File: config.mk
export PLATFORM = sky130hd
export DESIGN_NAME = md_issue_ctrl
export DESIGN_NICKNAME = d
export VERILOG_FILES = /design/src/rtl/md_issue_ctrl.sv
export SDC_FILE = /design/constraint.sdc
export NUM_CORES = 1
export LEC_CHECK = 0
export ABC_AREA = 1
export BUFFER_PORTS_ARGS = -buffer_cell sky130_fd_sc_hd__buf_4
export CAP_MARGIN = 10
export CELL_PAD_IN_SITES_DETAIL_PLACEMENT = 0
export CELL_PAD_IN_SITES_GLOBAL_PLACEMENT = 1
export CORE_ASPECT_RATIO = 1.5
export CORE_MARGIN = 4
export CORE_UTILIZATION = 25
export DETAILED_ROUTE_END_ITERATION = 7
export HOLD_SLACK_MARGIN = 0.05
export PLACE_DENSITY_LB_ADDON = 0.1
export SLEW_MARGIN = 20
export SYNTH_ARGS = -nofsm -noshare
export SYNTH_HDL_FRONTEND = slang
export SYNTH_SLANG_ARGS = --single-unit
export TNS_END_PERCENT = 30
File: constraint.sdc
create_clock -name clk -period 2.3 [get_ports clk]
set_clock_uncertainty 0.15 [all_clocks]
set_input_delay 0.46 -clock clk [delete_from_list [all_inputs] [get_ports clk]]
set_output_delay 0.46 -clock clk [all_outputs]
set_load 0.01 [all_outputs]
File: src/rtl/md_issue_ctrl.sv
// md_issue_ctrl: issues mult/div/mthi/mtlo/msub to the MD unit, stalls E-stage while busy, serves mfhi/mflo.
// A 5-bit watchdog in WAIT raises a sticky error and frees the pipeline if the unit hangs.
module md_issue_ctrl (
   input  logic        clk,
   input  logic        reset,
   input  logic        op_valid,
   input  logic [3:0]  op,
   input  logic [31:0] rs_val,
   input  logic [31:0] rt_val,
   input  logic        flush,
   input  logic        xalu_busy,
   input  logic [31:0] xalu_hi,
   input  logic [31:0] xalu_lo,
   output logic        xalu_start,
   output logic [2:0]  xalu_op,
   output logic [31:0] xalu_a,
   output logic [31:0] xalu_b,
   output logic        stall,
   output logic [31:0] rd_data,
   output logic        rd_valid,
   output logic        wd_err
);
   typedef enum logic [1:0] {IDLE, ISSUE, WAIT} state_t;
   state_t      r_state;
   logic [2:0]  r_xalu_op;
   logic [31:0] r_xalu_a;
   logic [31:0] r_xalu_b;
   logic [4:0]  r_cnt;
   logic        r_wd_err;
   logic        w_issue_op;
   logic        w_read_op;
   logic        w_live;
   logic        w_idle;
   logic [4:0]  w_cnt_inc;
   // w_live folds in reset so the combinational outputs are quiet during reset
   assign w_issue_op = (op >= 4'd1) && (op <= 4'd7);
   assign w_read_op  = (op == 4'd8) || (op == 4'd9);
   assign w_live     = op_valid & ~flush & reset;
   assign w_idle     = (r_state == IDLE);
   assign w_cnt_inc  = r_cnt + 5'd1;
   always_ff @(posedge clk or negedge reset) begin
      if (!reset) begin
         r_state   <= IDLE;
         r_xalu_op <= 3'd0;
         r_xalu_a  <= 32'd0;
         r_xalu_b  <= 32'd0;
         r_cnt     <= 5'd0;
         r_wd_err  <= 1'b0;
      end else begin
         case (r_state)
            IDLE: if (w_live && w_issue_op) begin
               r_state   <= ISSUE;
               r_xalu_op <= op[2:0] - 3'd1;
               r_xalu_a  <= rs_val;
               r_xalu_b  <= rt_val;
            end
            ISSUE: begin
               r_state <= flush ? IDLE : WAIT;
               r_cnt   <= 5'd0;
            end
            WAIT: if (!xalu_busy) r_state <= IDLE;
            else begin
               r_cnt <= w_cnt_inc;
               if (w_cnt_inc == 5'd16) begin
                  r_wd_err <= 1'b1;
                  r_state  <= IDLE;
               end
            end
            default: r_state <= IDLE;
         endcase
      end
   end
   assign xalu_start = (r_state == ISSUE) & ~flush & reset;
   assign xalu_op    = r_xalu_op;
   assign xalu_a     = r_xalu_a;
   assign xalu_b     = r_xalu_b;
   assign wd_err     = r_wd_err;
   assign stall      = w_live & (w_issue_op | w_read_op) & ~w_idle;
   assign rd_valid   = w_live & w_read_op & w_idle;
   assign rd_data    = rd_valid ? (op[0] ? xalu_lo : xalu_hi) : 32'd0;
endmodule

==> flow_summary.json, run 1 <==
{
  "ys.flop_type": "dfrtp_1",
  "synth.distinct_cells": 21,
  "n_antenna_cell": 0,
  "synth-edff-count": 0,
  "cp_max_fo": 8,
  "numClockSinks": 75,
  "ys_top_cells_by_area": "dfrtp_1, nand2_1, a21oi_1",
  "area_growth_pct": 72.23,
  "place_ws_ns": 0.05108,
  "worst_pin_slew_ns": 0.5778,
  "switching_share_pct": 27.79,
  "critPathArrivalTime_ns": 1.60,
  "cts-root-buf": "clkbuf_16",
  "nets": 831,
  "grt_pass1_vias": 3807,
  "clkTransAtPathRegs_ns": 0.06,
  "ff_latch_area_um2": 1877,
  "slowest_stage": "clkbuf_16",
  "multi_input_area_um2": 1536,
  "whs_ns": 0.05906,
  "place_congestion": 0.7814,
  "max_freq_mhz": 453.0,
  "route.detailed.drc": 0,
  "grt_max_degree": 76,
  "leakagePower_nw": 3.271,
  "grt_pass1_wl_mm": 19.70,
  "synth_seq_cells": 75,
  "hold_path.class": "input pin to asynchronous set/reset pin",
  "hold_viol_final": 0,
  "grtUsageMet3_pct": 5.680,
  "async_reset_ff_share_pct": 100.0,
  "avgRoutedWirePerCell_um": 15.01,
  "cts_tree": "done",
  "drv_slew": 0,
  "setup_ws_ns": 0.09270,
  "crit_family": "buffers and inverters",
  "cp-end-kind": "output pin",
  "numCtsBuffers": 9,
  "setup_viol": 0,
  "power_frac_seq_pct": 39.9,
  "syn-cell-area_um2": 3470,
  "synth_largest_area_cell": "dfrtp_1",
  "die_y_um": 152.3,
  "cpMostUsedCell": "buf_4",
  "syn-num-nets": 593,
  "synth_seq_area_share_pct": 54.09,
  "n_fill_cell": 1414,
  "hold_buffers": 0,
  "start_util_pct": 25.64,
  "rows": 52,
  "layout_commonest_cell": "nand2_1",
  "use_met2_pct": 28.09,
  "fin_crit_ns": 2.207,
  "synth_top_area_share_pct": 54.09,
  "pwr-share-clk_pct": 34.8,
  "crit_buf_inv": 4,
  "critPathLaunchType": "input pin",
  "drtPass1Iterations": 4,
  "dpl.hpwl_mm": 9.507,
  "crit_required_ns": 1.69,
  "grt_overflow": 0,
  "avgSynthCellArea_um2": 7.676,
  "p_int_mw": 3.089,
  "cts.path.max_buffers": 2,
  "ctsResizeCount": 0,
  "power_density_nw_per_um2": 715.8,
  "ios": 240,
  "cp_slowest_stage_delay_ns": 0.22,
  "antenna_found_initial": 0,
  "drive_gt1_share_pct": 44.03,
  "critPathKind": "input pin to output pin",
  "grtUsageMet1_pct": 16.31,
  "die_area_um2": 15870,
  "final_cell_mix": "nand2_1, buf_4, dfrtp_1, a21oi_2, inv_1",
  "viasPerCell": 4.375,
  "cts_setup_buffers": 0,
  "relSlewSlack_pct": 61.07,
  "vdd_drop_max_v": 0.0004806,
  "ant_nets": 0,
  "dr_total_vias": 3749,
  "routed_wl_mm": 12.86,
  "cts_max_level": 3,
  "synthCells": 452,
  "die_x_um": 104.2,
  "period_share_pct": 95.97,
  "crit_chain": "buf_4 > inv_2 > ha_1 > nor2_1 > nor2_2 > nand3_4 > clkbuf_16 > a21oi_2 > buf_4",
  "switchingPower_mw": 1.189,
  "cap_violations": 0,
  "outcome": "completed",
  "ys_warn_count": 0,
  "core_um2": 13530,
  "clkLatencyLatePin_ns": 0.33,
  "top_usage_layer": "met2",
  "grt.total_usage_pct": 15.48,
  "drtIter0Drc": 154,
  "portBuffers": 239,
  "power_frac_comb_pct": 25.3
}
power by group through the flow:
stage | clock (mW) | sequential, mW | combinational (mW)
after floorplan | 0 | 1.83 | 0.286
after global placement | 0 | 1.72 | 1.10
after detailed placement | 0 | 1.72 | 1.10
after CTS | 1.55 | 1.71 | 1.10
after global routing | 1.60 | 1.74 | 1.20
final | 1.49 | 1.71 | 1.08
flip-flops by register name, summed over array words and instances, names as in the netlist:
register and cells:
xalu_a 32, xalu_b 32, r_cnt 5, xalu_op 3
r_state 2, wd_err 1
per-layer routing:
| layer | wire length [um] | part of all wire, % |
|---|---|---|
| met1 | 4584 | 36 |
| met2 | 6912 | 54 |
| met3 | 1128 | 8.8 |
| met4 | 238 | 1.9 |
| met5 | 0 | 0 |
area by class of cell:
cell class,instances,area share (%)
multi-input cells,338,25.71
flip-flops and latches,75,31.41
repair buffers,251,33.23
clock inverters,7,1.549
well taps,162,3.392
clock buffers,9,3.769
inverters,15,0.9422
stage by stage:
| stage | std cells | instance area, um^2 | power [mW] | TNS [ns] | utilization [%] |
|---|---|---|---|---|---|
| 2_1_floorplan | 452 | 3617 | 2.117 | 0 | - |
| 3_3_place_gp | 837 | 5558 | 2.814 | 0 | 41.07 |
| 3_5_place_dp | 837 | 5558 | 2.823 | 0 | 41.07 |
| 4_1_cts | 853 | 5876 | 4.354 | 0 | 43.42 |
| 5_1_grt | 857 | 5976 | 4.538 | -0.0001100 | 44.16 |
| 6_report | 857 | 5976 | 4.277 | 0 | 44.16 |
final timing paths:
check / endpoint / slack [ns] / from / cells past startpoint
hold / removal: wd_err / 0.06 / reset / 2
max in group asynchronous: xalu_a[16] / 1.37 / reset / 3
setup reg to reg: xalu_b[31] / 0.80 / r_state[1] / 6
hold reg to reg: wd_err / 0.32 / wd_err / 2
min in group clk: xalu_a[11] / 0.17 / rs_val[11] / 3
setup / recovery: rd_data[26] / 0.09 / op[0] / 9
cells by family after synthesis:
group / Yosys count / share of synthesized area [%]
and+or+nand+nor: 290 / 32.35
DFF: 75 / 54.09
AOI/OAI and AO/OA: 42 / 6.130
adders and majority gates: 4 / 1.443
buffers and inverters: 39 / 5.445
xor gates and xnor gates: 1 / 0.2525
muxes: 1 / 0.2885
synthesized netlist by cell type, drive strengths merged, types with 2 or more instances:
library cell  count
a21oi            33
buf              10
clkbuf           14
dfrtp            75
ha                4
inv              15
nand2           273
nand3             6
nand3b            2
nand4             3
nor2              5
o21ai             7
o22ai             2
(Power assumes the default switching activity.)
==> run 2: changes to the inputs <==
Settings changed: BUFFER_PORTS_ARGS -buffer_cell sky130_fd_sc_hd__buf_4 to -buffer_cell sky130_fd_sc_hd__buf_2.
==> flow_summary.json, run 2 (synthesis gave the netlist of run 1 again) <==
{
  "period_share_pct": 97.03,
  "critPathArrivalTime_ns": 1.62,
  "numCtsBuffers": 9,
  "critPathLaunchType": "input pin",
  "avgRoutedWirePerCell_um": 14.44,
  "area_growth_pct": 58.06,
  "core_um2": 13530,
  "start_util_pct": 25.64,
  "max_freq_mhz": 448.1,
  "cpMostUsedCell": "nor2_2",
  "crit_chain": "buf_6 > inv_2 > ha_4 > nor2_2 > nor2_2 > nand3_4 > clkbuf_16 > a21oi_2 > buf_2",
  "cp_max_fo": 7,
  "crit_family": "buffers and inverters",
  "dpl.hpwl_mm": 9.315,
  "drtPass1Iterations": 6,
  "fin_crit_ns": 2.232,
  "fin_util_pct": 40.52,
  "grt_overflow": 0,
  "critPathKind": "input pin to output pin",
  "route.detailed.drc": 0,
  "ios": 240,
  "cts.path.max_buffers": 2,
  "outcome": "completed",
  "stdcell_count": 862,
  "die_x_um": 104.2,
  "nets": 836,
  "routed_wl_mm": 12.45,
  "drv_slew": 0,
  "setup_viol": 0,
  "dpl.cell_count": 841,
  "cap_violations": 0,
  "hold_viol_final": 0,
  "n_fill_cell": 1444,
  "drtIter0Drc": 195,
  "place_congestion": 0.7752,
  "n_antenna_cell": 0,
  "grt_pass1_wl_mm": 19.27,
  "power_density_nw_per_um2": 724.4,
  "clkTransAtPathRegs_ns": 0.06,
  "rows": 52,
  "drive_gt1_share_pct": 44.57,
  "hold_buffers": 0,
  "whs_ns": 0.1707,
  "leakagePower_nw": 3.161,
  "hold_path.class": "input pin to register",
  "grt_pass1_vias": 3698,
  "vdd_drop_max_v": 0.0004101,
  "die_area_um2": 15870,
  "antenna_found_initial": 0,
  "die_y_um": 152.3,
  "cp-end-kind": "output pin",
  "cts_max_level": 3,
  "cts_tree": "done",
  "viasPerCell": 4.375,
  "slowest_stage": "clkbuf_16",
  "grt.total_usage_pct": 15.08,
  "dr_total_vias": 3771,
  "crit_buf_inv": 4,
  "worst_pin_slew_ns": 0.9567,
  "crit_required_ns": 1.69,
  "numClockSinks": 75,
  "place_ws_ns": 0.03097,
  "setup_ws_ns": 0.06827,
  "setup_tns_ns": 0,
  "final_cell_mix": "nand2_1, buf_2, dfrtp_1, a21oi_2",
  "clkLatencyLatePin_ns": 0.32,
  "cp_slowest_stage_delay_ns": 0.23,
  "grt_max_degree": 76,
  "portBuffers": 239,
  "ant_nets": 0,
  "relSlewSlack_pct": 36.22,
  "cts-root-buf": "clkbuf_16",
  "layout_commonest_cell": "nand2_1"
}
==> run 2: cell types whose count changed in the layout (fill, tap and decap cells not counted), moves of 2 or more <==
cell,before,now
buf_6,1,4
ha_4,0,2
buf_2,0,235
buf_4,243,8
==> run 2: path summary, 6_finish.rpt <==
| kind | endpoint | depth (start not counted) | from | slack [ns] |
|---|---|---|---|---|
| hold / removal | xalu_a[30] | 3 | rs_val[30] | 0.17 |
| min in group asynchronous | xalu_op[2] | 2 | reset | 0.24 |
| setup / recovery | rd_data[11] | 9 | op[0] | 0.07 |
| setup reg to reg | xalu_b[18] | 6 | r_state[1] | 0.79 |
| hold reg to reg | xalu_a[17] | 2 | xalu_a[17] | 0.32 |
| max in group asynchronous | xalu_b[20] | 2 | reset | 1.13 |
==> run 2: timing repair <==
item	CTS	global route
endpoints found under the hold margin	0	0
setup endpoints to repair	0	31
resized for setup	0	18
setup buffers	0	1
==> run 2: power breakdown <==
group	internal [mW]	leakage (nW)	switching, mW
Combinational	0.394	2.08	0.502
Clock	0.839	0.135	0.534
Sequential	1.57	0.949	0.138
Total	2.80	3.16	1.17
==> run 2: stage by stage <==
| stage | area [um^2] | power, mW |
|---|---|---|
| final | 5484 | 3.973 |
| after global routing | 5484 | 4.224 |
| after CTS | 5313 | 4.035 |
| after detailed placement | 5017 | 2.625 |
| after global placement | 5017 | 2.615 |
| after floorplan | 3617 | 2.117 |
==> run 2: worst reg2reg max path, stage by stage, from the launching register on <==
cell,delay (ns)
dfrtp_1,0.42
nor2_4,0.17
nand3_2,0.18
inv_2,0.15
buf_12,0.22
nand2_1,0.08
nand2_1,0.07
==> run 2: per-layer routing <==
| metal | wire length [um] | GRT usage (%) | vias to the layer above |
|---|---|---|---|
| met1 | 4621 | 16.40 | 1715 |
| li1 | - | - | 1881 |
| met5 | 0 | 0 | - |
| met4 | 151 | 4.943 | 0 |
| met2 | 6646 | 27.53 | 165 |
| met3 | 1027 | 4.790 | 10 |
==> run 2: cell type report <==
type	instances	area [um^2]	area share, %
Clock buffer	10	229.0	4.175
Clock inverter	6	66.31	1.209
Inverter	15	58.81	1.072
Multi-Input combinational cell	338	1574	28.70
Sequential cell	75	1877	34.22
Tap cell	162	202.7	3.696
Timing Repair Buffer	256	1476	26.92
